<file path="src/rtl/seg7_pkg.sv">
// -----------------------------------------------------------------------------
// seg7_pkg
// Shared definitions for the seven-segment scan controller:
//   - scan_state_t : scan FSM states (BLANK gap, DRIVE digit)
//   - SEG_OFF      : active-low "all segments dark" pattern
//   - HEX_SEG      : hex nibble -> active-low segment pattern (bit0=a .. bit6=g)
//   - max2()       : elaboration-time helper for counter sizing
// -----------------------------------------------------------------------------
package seg7_pkg;

    typedef enum logic {
        ST_BLANK = 1'b0,
        ST_DRIVE = 1'b1
    } scan_state_t;

    localparam logic [6:0] SEG_OFF = 7'h7F;

    // Common-anode display: a 0 lights the segment.
    localparam logic [6:0] HEX_SEG [16] = '{
        7'h40,  // 0
        7'h79,  // 1
        7'h24,  // 2
        7'h30,  // 3
        7'h19,  // 4
        7'h12,  // 5
        7'h02,  // 6
        7'h78,  // 7
        7'h00,  // 8
        7'h10,  // 9
        7'h08,  // A
        7'h03,  // b
        7'h46,  // C
        7'h21,  // d
        7'h06,  // E
        7'h0E   // F
    };

    function automatic int max2(input int a, input int b);
        return (a > b) ? a : b;
    endfunction

endpackage

</file>
<file path="src/rtl/seg7_hex_decode.sv">
// -----------------------------------------------------------------------------
// seg7_hex_decode
// Purely combinational hex nibble to active-low seven-segment pattern.
// Ports:
//   nibble  in  4 : hex value to display
//   seg     out 7 : active-low segments, bit0=a .. bit6=g
// -----------------------------------------------------------------------------
module seg7_hex_decode
    import seg7_pkg::*;
(
    input  logic [3:0] nibble,
    output logic [6:0] seg
);

    assign seg = HEX_SEG[nibble];

endmodule

</file>
<file path="src/rtl/seg7_scan_ctrl.sv">
// -----------------------------------------------------------------------------
// seg7_scan_ctrl
// Time-multiplexed scan controller for an N-digit common-anode seven-segment
// display. A client loads a full display image (nibbles, decimal points, blank
// mask) through a valid/ready handshake into a shadow buffer; the shadow is
// promoted to the active image only at a frame boundary so the display never
// tears. Each digit slot is a BLANK gap (all anodes off) followed by DRIVE.
//
// Optional feature (compile-time macro SEG7_BRIGHTNESS_EN):
//   adds a 4-bit `brightness` input that PWM-dims segments/dp inside DRIVE.
//
// Ports:
//   clk          in  1            : clock
//   rst          in  1            : synchronous active-high reset
//   in_valid     in  1            : new image offered
//   in_ready     out 1            : shadow free; accept on in_valid && in_ready
//   in_digits    in  4*NUM_DIGITS : nibble per digit, digit i = [4i+3:4i]
//   in_dp        in  NUM_DIGITS   : 1 = decimal point lit for digit i
//   in_blank     in  NUM_DIGITS   : 1 = digit i fully dark
//   brightness   in  4            : (SEG7_BRIGHTNESS_EN only) 15 = full duty
//   anode        out NUM_DIGITS   : active-low digit enables
//   cathode      out 7            : active-low segments, bit0=a .. bit6=g
//   dp           out 1            : active-low decimal point
//   frame_tick   out 1            : one-cycle pulse as digit 0's BLANK appears
// -----------------------------------------------------------------------------
module seg7_scan_ctrl
    import seg7_pkg::*;
#(
    parameter int NUM_DIGITS   = 8,
    parameter int DRIVE_CYCLES = 99000,
    parameter int BLANK_CYCLES = 1000
) (
    input  logic                    clk,
    input  logic                    rst,
    input  logic                    in_valid,
    output logic                    in_ready,
    input  logic [4*NUM_DIGITS-1:0] in_digits,
    input  logic [NUM_DIGITS-1:0]   in_dp,
    input  logic [NUM_DIGITS-1:0]   in_blank,
`ifdef SEG7_BRIGHTNESS_EN
    input  logic [3:0]              brightness,
`endif
    output logic [NUM_DIGITS-1:0]   anode,
    output logic [6:0]              cathode,
    output logic                    dp,
    output logic                    frame_tick
);

    // -------------------------------------------------------------------------
    // Sizing
    // -------------------------------------------------------------------------
    localparam int CNT_MAX = max2(DRIVE_CYCLES, BLANK_CYCLES);
    localparam int CNT_W   = (CNT_MAX > 1) ? $clog2(CNT_MAX) : 1;
    localparam int IDX_W   = (NUM_DIGITS > 1) ? $clog2(NUM_DIGITS) : 1;

    localparam logic [CNT_W-1:0] DRIVE_LAST = CNT_W'(DRIVE_CYCLES - 1);
    localparam logic [CNT_W-1:0] BLANK_LAST = CNT_W'(BLANK_CYCLES - 1);
    localparam logic [IDX_W-1:0] IDX_LAST   = IDX_W'(NUM_DIGITS - 1);

    // -------------------------------------------------------------------------
    // Scan FSM: state, slot counter, digit index
    // -------------------------------------------------------------------------
    scan_state_t      state_q, state_d;
    logic [CNT_W-1:0] cnt_q, cnt_d;
    logic [IDX_W-1:0] idx_q, idx_d;
    logic             frame_end;    // last DRIVE cycle of the last digit

    // NOTE: every signal assigned in an always_comb gets a default first, so no
    // path through the case/if tree can leave it unassigned and infer a latch.
    always_comb begin
        state_d   = state_q;
        cnt_d     = cnt_q + 1'b1;
        idx_d     = idx_q;
        frame_end = 1'b0;

        unique case (state_q)
            ST_BLANK: begin
                if (cnt_q == BLANK_LAST) begin
                    state_d = ST_DRIVE;
                    cnt_d   = '0;
                end
            end
            ST_DRIVE: begin
                if (cnt_q == DRIVE_LAST) begin
                    state_d = ST_BLANK;
                    cnt_d   = '0;
                    if (idx_q == IDX_LAST) begin
                        idx_d     = '0;
                        frame_end = 1'b1;
                    end else begin
                        idx_d = idx_q + 1'b1;
                    end
                end
            end
            default: begin
                state_d = ST_BLANK;
                cnt_d   = '0;
            end
        endcase
    end

    // NOTE: sequential state uses non-blocking assignments so every flop samples
    // the pre-edge value of every other flop, independent of statement order.
    always_ff @(posedge clk) begin
        if (rst) begin
            state_q <= ST_BLANK;
            cnt_q   <= '0;
            idx_q   <= '0;
        end else begin
            state_q <= state_d;
            cnt_q   <= cnt_d;
            idx_q   <= idx_d;
        end
    end

    // -------------------------------------------------------------------------
    // Double-buffered image
    // -------------------------------------------------------------------------
    logic                        pending_q;
    logic                        accept;
    logic                        swap;

    logic [NUM_DIGITS-1:0][3:0]  shadow_digits_q;
    logic [NUM_DIGITS-1:0]       shadow_dp_q;
    logic [NUM_DIGITS-1:0]       shadow_blank_q;

    logic [NUM_DIGITS-1:0][3:0]  active_digits_q;
    logic [NUM_DIGITS-1:0]       active_dp_q;
    logic [NUM_DIGITS-1:0]       active_blank_q;

    assign in_ready = !pending_q;
    assign accept   = in_valid && !pending_q;
    // Only an image pending before the boundary cycle is promoted; an accept in
    // the boundary cycle itself sees pending_q low here and waits a frame.
    assign swap     = frame_end && pending_q;

    always_ff @(posedge clk) begin
        if (rst) begin
            pending_q <= 1'b0;
        end else if (swap) begin
            pending_q <= 1'b0;
        end else if (accept) begin
            pending_q <= 1'b1;
        end
    end

    // NOTE: the shadow buffer is deliberately not reset; it is only ever read
    // while pending_q qualifies it, so its power-up contents are irrelevant.
    always_ff @(posedge clk) begin
        if (accept) begin
            shadow_digits_q <= in_digits;
            shadow_dp_q     <= in_dp;
            shadow_blank_q  <= in_blank;
        end
    end

    // The active image does reset: a fresh display must come up dark.
    always_ff @(posedge clk) begin
        if (rst) begin
            active_digits_q <= '0;
            active_dp_q     <= '0;
            active_blank_q  <= '1;
        end else if (swap) begin
            active_digits_q <= shadow_digits_q;
            active_dp_q     <= shadow_dp_q;
            active_blank_q  <= shadow_blank_q;
        end
    end

    // -------------------------------------------------------------------------
    // Segment decode of the digit currently being scanned
    // -------------------------------------------------------------------------
    logic [3:0] cur_nibble;
    logic [6:0] cur_seg;

    assign cur_nibble = active_digits_q[idx_q];

    seg7_hex_decode u_hex_decode (
        .nibble (cur_nibble),
        .seg    (cur_seg)
    );

    // -------------------------------------------------------------------------
    // Brightness gating
    // -------------------------------------------------------------------------
    logic seg_lit;

`ifdef SEG7_BRIGHTNESS_EN
    logic [3:0] pwm_q;

    // Held at zero outside DRIVE so each DRIVE phase starts its PWM at 0.
    always_ff @(posedge clk) begin
        if (rst || (state_q != ST_DRIVE)) begin
            pwm_q <= '0;
        end else begin
            pwm_q <= pwm_q + 1'b1;
        end
    end

    assign seg_lit = (pwm_q <= brightness);
`else
    assign seg_lit = 1'b1;
`endif

    // -------------------------------------------------------------------------
    // Output stage (registered, one cycle behind the FSM)
    // -------------------------------------------------------------------------
    logic [NUM_DIGITS-1:0] anode_d;
    logic [6:0]            cathode_d;
    logic                  dp_d;
    logic                  wrap_q;     // FSM has just wrapped to digit 0 BLANK

    always_comb begin
        anode_d   = '1;
        cathode_d = SEG_OFF;
        dp_d      = 1'b1;
        if (state_q == ST_DRIVE) begin
            // Blanked digits keep their anode asserted so every slot has the
            // same on-time and the scan period stays uniform.
            anode_d[idx_q] = 1'b0;
            if (!active_blank_q[idx_q] && seg_lit) begin
                cathode_d = cur_seg;
                dp_d      = !active_dp_q[idx_q];
            end
        end
    end

    always_ff @(posedge clk) begin
        if (rst) begin
            anode      <= '1;
            cathode    <= SEG_OFF;
            dp         <= 1'b1;
            wrap_q     <= 1'b0;
            frame_tick <= 1'b0;
        end else begin
            anode      <= anode_d;
            cathode    <= cathode_d;
            dp         <= dp_d;
            // Two stages so the pulse lines up with digit 0's BLANK on the pins.
            wrap_q     <= frame_end;
            frame_tick <= wrap_q;
        end
    end

endmodule
</file>
<file path="config.mk">
export PLATFORM = sky130hd
export DESIGN_NAME = seg7_scan_ctrl
export DESIGN_NICKNAME = d
export VERILOG_FILES = /design/src/rtl/seg7_pkg.sv /design/src/rtl/seg7_hex_decode.sv /design/src/rtl/seg7_scan_ctrl.sv
export SDC_FILE = /design/constraint.sdc
export NUM_CORES = 1
export LEC_CHECK = 0
export CELL_PAD_IN_SITES_DETAIL_PLACEMENT = 0
export CELL_PAD_IN_SITES_GLOBAL_PLACEMENT = 2
export CORE_UTILIZATION = 33
export CTS_CLUSTER_SIZE = 16
export DETAILED_ROUTE_END_ITERATION = 10
export GPL_ROUTABILITY_DRIVEN = 0
export HOLD_SLACK_MARGIN = 0.05
export PLACE_DENSITY = 0.73
export SETUP_SLACK_MARGIN = 0.4
export SYNTH_ARGS = -nofsm -noshare
export SYNTH_HDL_FRONTEND = slang
export SYNTH_HIERARCHICAL = 1
export SYNTH_SLANG_ARGS = --single-unit
export TNS_END_PERCENT = 1
</file>
<file path="constraint.sdc">
create_clock -name clk -period 2.95 [get_ports clk]
set_input_delay 0.59 -clock clk [delete_from_list [all_inputs] [get_ports clk]]
set_output_delay 0.59 -clock clk [all_outputs]
set_load 0.05 [all_outputs]
</file>
== Word-level counts from Yosys, hierarchy flattened ==
Memories as Yosys holds them, arrays and structs flattened. A register that Yosys moved wholly into a read port is not among the register bits.
Index checks and enable logic that the tools add are counted.
Cells by class
  add/sub/neg operators: 2
  magnitude comparators: 2
  equal/unequal tests: 3
  muxes and demuxes: 18
  bitwise logic cells: 3
  reductions and logical operators: 9
Operators by type and width (number)
  $mux 17: 2
  $pmux 17 s2: 1
  $add 17x1->17 const B: 1
  $eq 17x10->1 const B: 1
  $eq 17x17->1 const B: 1
  $bmux 4 s3: 1
  $mux 1: 8
  $not 8->8: 1
  $bmux 1 s3: 2
  $not 4->5: 1
  $lt 3x4->1 const B: 1
  $mux 4: 1
  $reduce_or 2->1: 2
  $add 3x1->3 const B: 1
  $demux 1 s3: 1
  $eq 3x3->1 const B: 1
  $ge 3x1->1 const B: 1
  $logic_and 1x1->1: 3
  $mux 3: 1
  $reduce_or 3->1: 1
  $logic_not 1->1: 2
  $pmux 1 s2: 1
  $reduce_and 2->1: 1
  $not 1->1: 1
Word-level totals
  flip-flop bits (word level): 129
  bits in read-only memories: 112
  logic and storage cells: 66
  memories kept: 1
Memory list
  (name not given): depth 16, bits a word 7, read ports 1, clocked after Yosys merged registers in 1, wr ports 0, line seg7_hex_decode.sv:15  | assign seg = HEX_SEG[nibble];

== Longest topological paths before layout ==
  word-level depth: 6
  gate-level depth with buffers: 10

== Hierarchy ==
Netlist, hierarchy kept.
By module, submodules not included
  seg7_scan_ctrl: instances 1, cells each 462, area each 5313.8 µm², seq. area each 3203.1 µm²
  seg7_hex_decode: instances 1, cells each 35, area each 247.7 µm², seq. area each 0.0 µm²

== Least setup slack after synthesis ==
No wires, ideal clock.
  path kind: input-to-reg
  start: input port in_valid
  end: register shadow_blank_q[0] (enable)
  arrival time: 2.721 ns
  required time: 2.491 ns
  slack: -0.230 ns
  cell stages on the path: 1
  cells stage by stage: nor2b_1
Between the ends
  cells in the longest elaborated chain, start to end: 1
Ends and longest elaborated chain
  from (decl): line seg7_scan_ctrl.sv:35  | input logic in_valid,
  $logic_and 1x1->1: line seg7_scan_ctrl.sv:132  | assign accept = in_valid && !pending_q;
  to (signal assigned): line seg7_scan_ctrl.sv:153  | shadow_blank_q <= in_blank;
  to (decl): line seg7_scan_ctrl.sv:125  | logic [NUM_DIGITS-1:0] shadow_blank_q;
No other way between the ends.
A chain may end at the register's enable or synchronous reset.

== Worst setup path in the final report ==
  start: register idx_q[0]
  end: register cathode[3]
Between the ends
  cells in the longest elaborated chain, start to end: 3
Ends and longest elaborated chain
  from (decl): line seg7_scan_ctrl.sv:65  | logic [IDX_W-1:0] idx_q, idx_d;
  from (signal assigned): line seg7_scan_ctrl.sv:112  | idx_q <= idx_d;
  $bmux 4 s3: line seg7_scan_ctrl.sv:176  | assign cur_nibble = active_digits_q[idx_q];
  $mux 4 (not written as such): line seg7_scan_ctrl.sv:176
  net cur_nibble[1]: line seg7_scan_ctrl.sv:173  | logic [3:0] cur_nibble;
  $not 4->5 (not written as such): line seg7_hex_decode.sv:15
  to (decl): line seg7_scan_ctrl.sv:44  | output logic [6:0] cathode,
The timed path passes the listed nets, and every way through them passes these cells. The select of a mux whose other input is x is not followed.

==> impl_table.tex <==
\begin{tabular}{lr}
\hline
Metric & Value \\
\hline
\multicolumn{2}{l}{\textbf{Run status}} \\
Run status & finished, final reports clean \\
\multicolumn{2}{l}{\textbf{Layout}} \\
Syn-to-layout area delta & 26.9\% \\
Share of the core filled with cells & 0.427 \\
Share of layout cells above drive strength 1 & 0.143 \\
Antenna Cells & 0 \\
Nets & 615 \\
\multicolumn{2}{l}{\textbf{Clock network}} \\
Clock slew at the register clock pins of the worst setup and hold paths & 60 ps \\
Clock tree from TritonCTS & built \\
Buffer cell driving the clock tree root & clkbuf\_16 \\
Count of hold-fix buffers inserted at cts & 0 \\
Clk sink count & 136 \\
H-Tree Level Count & 4 \\
Number of buffers created by CTS & 17 \\
Clock tree buffer depth & 2 \\
Clock insertion delay at the later pin of the skew report & 420 ps \\
\multicolumn{2}{l}{\textbf{GRT}} \\
Global-route wire length before repair & 20.0 mm \\
Number of global-route vias before repair & 3886 \\
Antenna violations before repair & 0 \\
Overflow after GRT & 0 \\
Pin count of the biggest net entering global routing & 45 \\
Global-route usage over all layers & 0.147 \\
\multicolumn{2}{l}{\textbf{Yosys}} \\
Async set-or-reset flop fraction in the synthesized netlist & 0 \\
Post-Syn Instances & 497 \\
Synthesized net count & 558 \\
Count leader, synth & dfxtp\_1 \\
Dominant synthesized flop cell & dfxtp\_1 \\
Number of synthesized register bits & 136 \\
Largest area contributor in the netlist & dfxtp\_1 \\
Count of flip-flops with a built-in enable after synthesis & 48 \\
Cell area after technology mapping & 5560 um2 \\
Sequential fraction of the synthesis area & 0.576 \\
Top cell types by occurrence after synthesis & 88 x dfxtp\_1, 48 x edfxtp\_1, 47 x o21ai\_0 \\
Avg Inst Size Synth & 11.2 um2 \\
Area fraction of the dominant cell type after synthesis & 0.317 \\
Largest cells by area after synthesis & dfxtp\_1 32\%, edfxtp\_1 26\%, nand4\_1 5.2\% \\
Yosys warns & 6 \\
Synth cell types & 51 \\
\multicolumn{2}{l}{\textbf{Worst setup path}} \\
Crit Reg-Reg Startpoint & idx\_q[0] \\
Critical path launch point & idx\_q[0] \\
Last element of the critical path & cathode[3] \\
Standard cell with the maximum stage delay on the critical path & mux4\_2 \\
CP endpoint kind & flip-flop \\
Max FO, Critical Path & 14 \\
Internal reg-to-reg setup slack & 520 ps \\
Crit-path max cell delay & 510 ps \\
Arr. time, crit path & 2730 ps \\
List of cells traversed by the critical path & buf\_6 -> mux4\_2 -> mux2\_2 -> inv\_1 -> ha\_1 -> nand2\_1 -> a21oi\_1 -> a31oi\_1 -> or2\_2 \\
Critical Path Start Type & flip-flop \\
Worst reg2reg endpoint & cathode[3] \\
Critical path type & reg -> reg \\
CP required & 3250 ps \\
Cell count of the worst reg-to-reg path & 9 \\
\multicolumn{2}{l}{\textbf{Drt}} \\
Routed vias/inst & 4.97 \\
Aggregate routed wire length & 12.1 mm \\
Number of search-and-repair iterations in the first detailed-routing pass & 4 \\
Count of nets left with antenna violations after detail routing & 0 \\
Number of design rule violations left after detail routing & 0 \\
DRC marker count from the first detailed-route iteration & 271 \\
Average wire per cell in the routed design & 15.3 um \\
Vias after detailed routing & 3912 \\
\multicolumn{2}{l}{\textbf{Run}} \\
Number of max-cap violations & 0 \\
\multicolumn{2}{l}{\textbf{STA}} \\
Fin crit period & 2430 ps \\
Total of endpoints with negative setup slack in the final report & 0 \\
Worst clock skew & 7.79 ps \\
Final clock period utilization by the worst path & 0.822 \\
Number of hold violations in the final report & 0 \\
RSZ-0062 raised after global routing & false \\
Headroom to the max-slew limit & 0.530 \\
Slew at the pin closest to its max-slew limit & 705 ps \\
Upper clock frequency limit & 412 MHz \\
Max-slew violation count & 0 \\
Sum Neg Setup Slack & 0 ps \\
\multicolumn{2}{l}{\textbf{Floorplan}} \\
Width of the die & 132 um \\
Initial Utilization & 0.337 \\
Standard-cell rows & 47 \\
CORE AREA & 16500 um2 \\
Top-level port count & 69 \\
Die area & 17400 um2 \\
Chip height & 132 um \\
\multicolumn{2}{l}{\textbf{Placement}} \\
IO Port Bufs & 68 \\
Detailed Place HPWL & 8.14 mm \\
\multicolumn{2}{l}{\textbf{Pwr}} \\
Maximum VDD drop & 395 uV \\
Leakage Power & 2.30 nW \\
Power density over cell area & 613 nW/um2 \\
\multicolumn{2}{l}{\textbf{Min path}} \\
Hold depth & 1 \\
Worst hold path type & reg -> reg \\
\hline
\end{tabular}
==> how the worst min path moves through the flow <==
| stage | from | endpoint |
|---|---|---|
| global route | wrap_q | frame_tick |
| detailed placement | wrap_q | frame_tick |
| CTS | wrap_q | frame_tick |
| floorplan | wrap_q | frame_tick |
| finish | wrap_q | frame_tick |
| global placement | wrap_q | frame_tick |
==> worst max-delay path, delay by kind of cell (launching register included) <==
kind                       cells  cell delay (ps)
and+or+nand+nor                2              360
adders and majority gates      1              140
buffers and inverters          2              370
AOI/OAI and AO/OA              2              210
muxes                          2              840
DFF                            1              410
==> per-stage QoR <==
step	cells	hold WS [ps]	setup slack [ps]	total power, mW	instance area [um2]
finish	787	456	525	4.33	7060
global route	787	482	406	4.47	7060
CTS	787	460	427	4.37	7060
detailed placement	755	443	377	2.18	6420
global placement	755	438	451	2.17	6420
floorplan	497	414	267	2.09	5560
==> flip-flops by register name (all words and copies together) (netlist names) <==
signal,flops
active_dp_q,8
pending_q,1
shadow_dp_q,8
shadow_digits_q,32
idx_q,3
anode,8
active_digits_q,32
active_blank_q,8
wrap_q,1
cathode,7
shadow_blank_q,8
frame_tick,1
dp,1
state_q,1
cnt_q,17
==> layout make-up <==
class / count / area, um2
multi-input cells: 313 / 2140
well taps: 220 / 275
inverters: 6 / 22.5
fillers: 1546 / 9470
repair buffers: 80 / 782
flip-flops and latches: 136 / 3200
clock inverters: 11 / 103
clock buffers: 21 / 526
==> metal layers <==
metal | wire length, um | global-route usage
met1 | 5880 | 0.200
met2 | 5440 | 0.226
met4 | 182 | 0.0581
met3 | 563 | 0.0354
met5 | 0 | 0
==> timing repair <==
action,in CTS,in global routing
pin swaps,0,0
endpoints found under the setup margin,3,36
buffers inserted,0,0
gates resized for setup,1,1
==> logic make-up (layout without fill, tap and decap cells) <==
family / Yosys count / in the layout / synth area share
AOI/OAI and AO/OA: 107 / 107 / 0.105
xor gates and xnor gates: 12 / 12 / 0.0189
buffers and inverters: 48 / 118 / 0.0398
DFF: 136 / 136 / 0.576
adders and majority gates: 10 / 10 / 0.0225
muxes: 28 / 28 / 0.0787
and+or+nand+nor: 156 / 156 / 0.159
==> where the power goes <==
part / switching [mW] / internal, mW / total (mW)
clock: 0.824 / 1.37 / 2.19
combinational: 0.0541 / 0.0720 / 0.126
sequential: 0.0186 / 1.99 / 2.01
==> cell usage in the layout, fill, tap and decap left out, types with 5 or more instances in the layout <==
cell type and instances:
ha_1 10, mux2i_1 10, clkdlybuf4s50_1 67, nor2_1 23
buf_4 10, o21ai_0 47, edfxtp_1 48, nand4_1 46
xnor2_1 10, nor2b_1 5, or2_2 8, clkbuf_16 21
mux4_2 12, inv_1 6, a21oi_1 44, nor3_1 18
nand3_1 10, mux2_2 6, nand2_1 19, dfxtp_1 87
(Power assumes the default switching activity.)
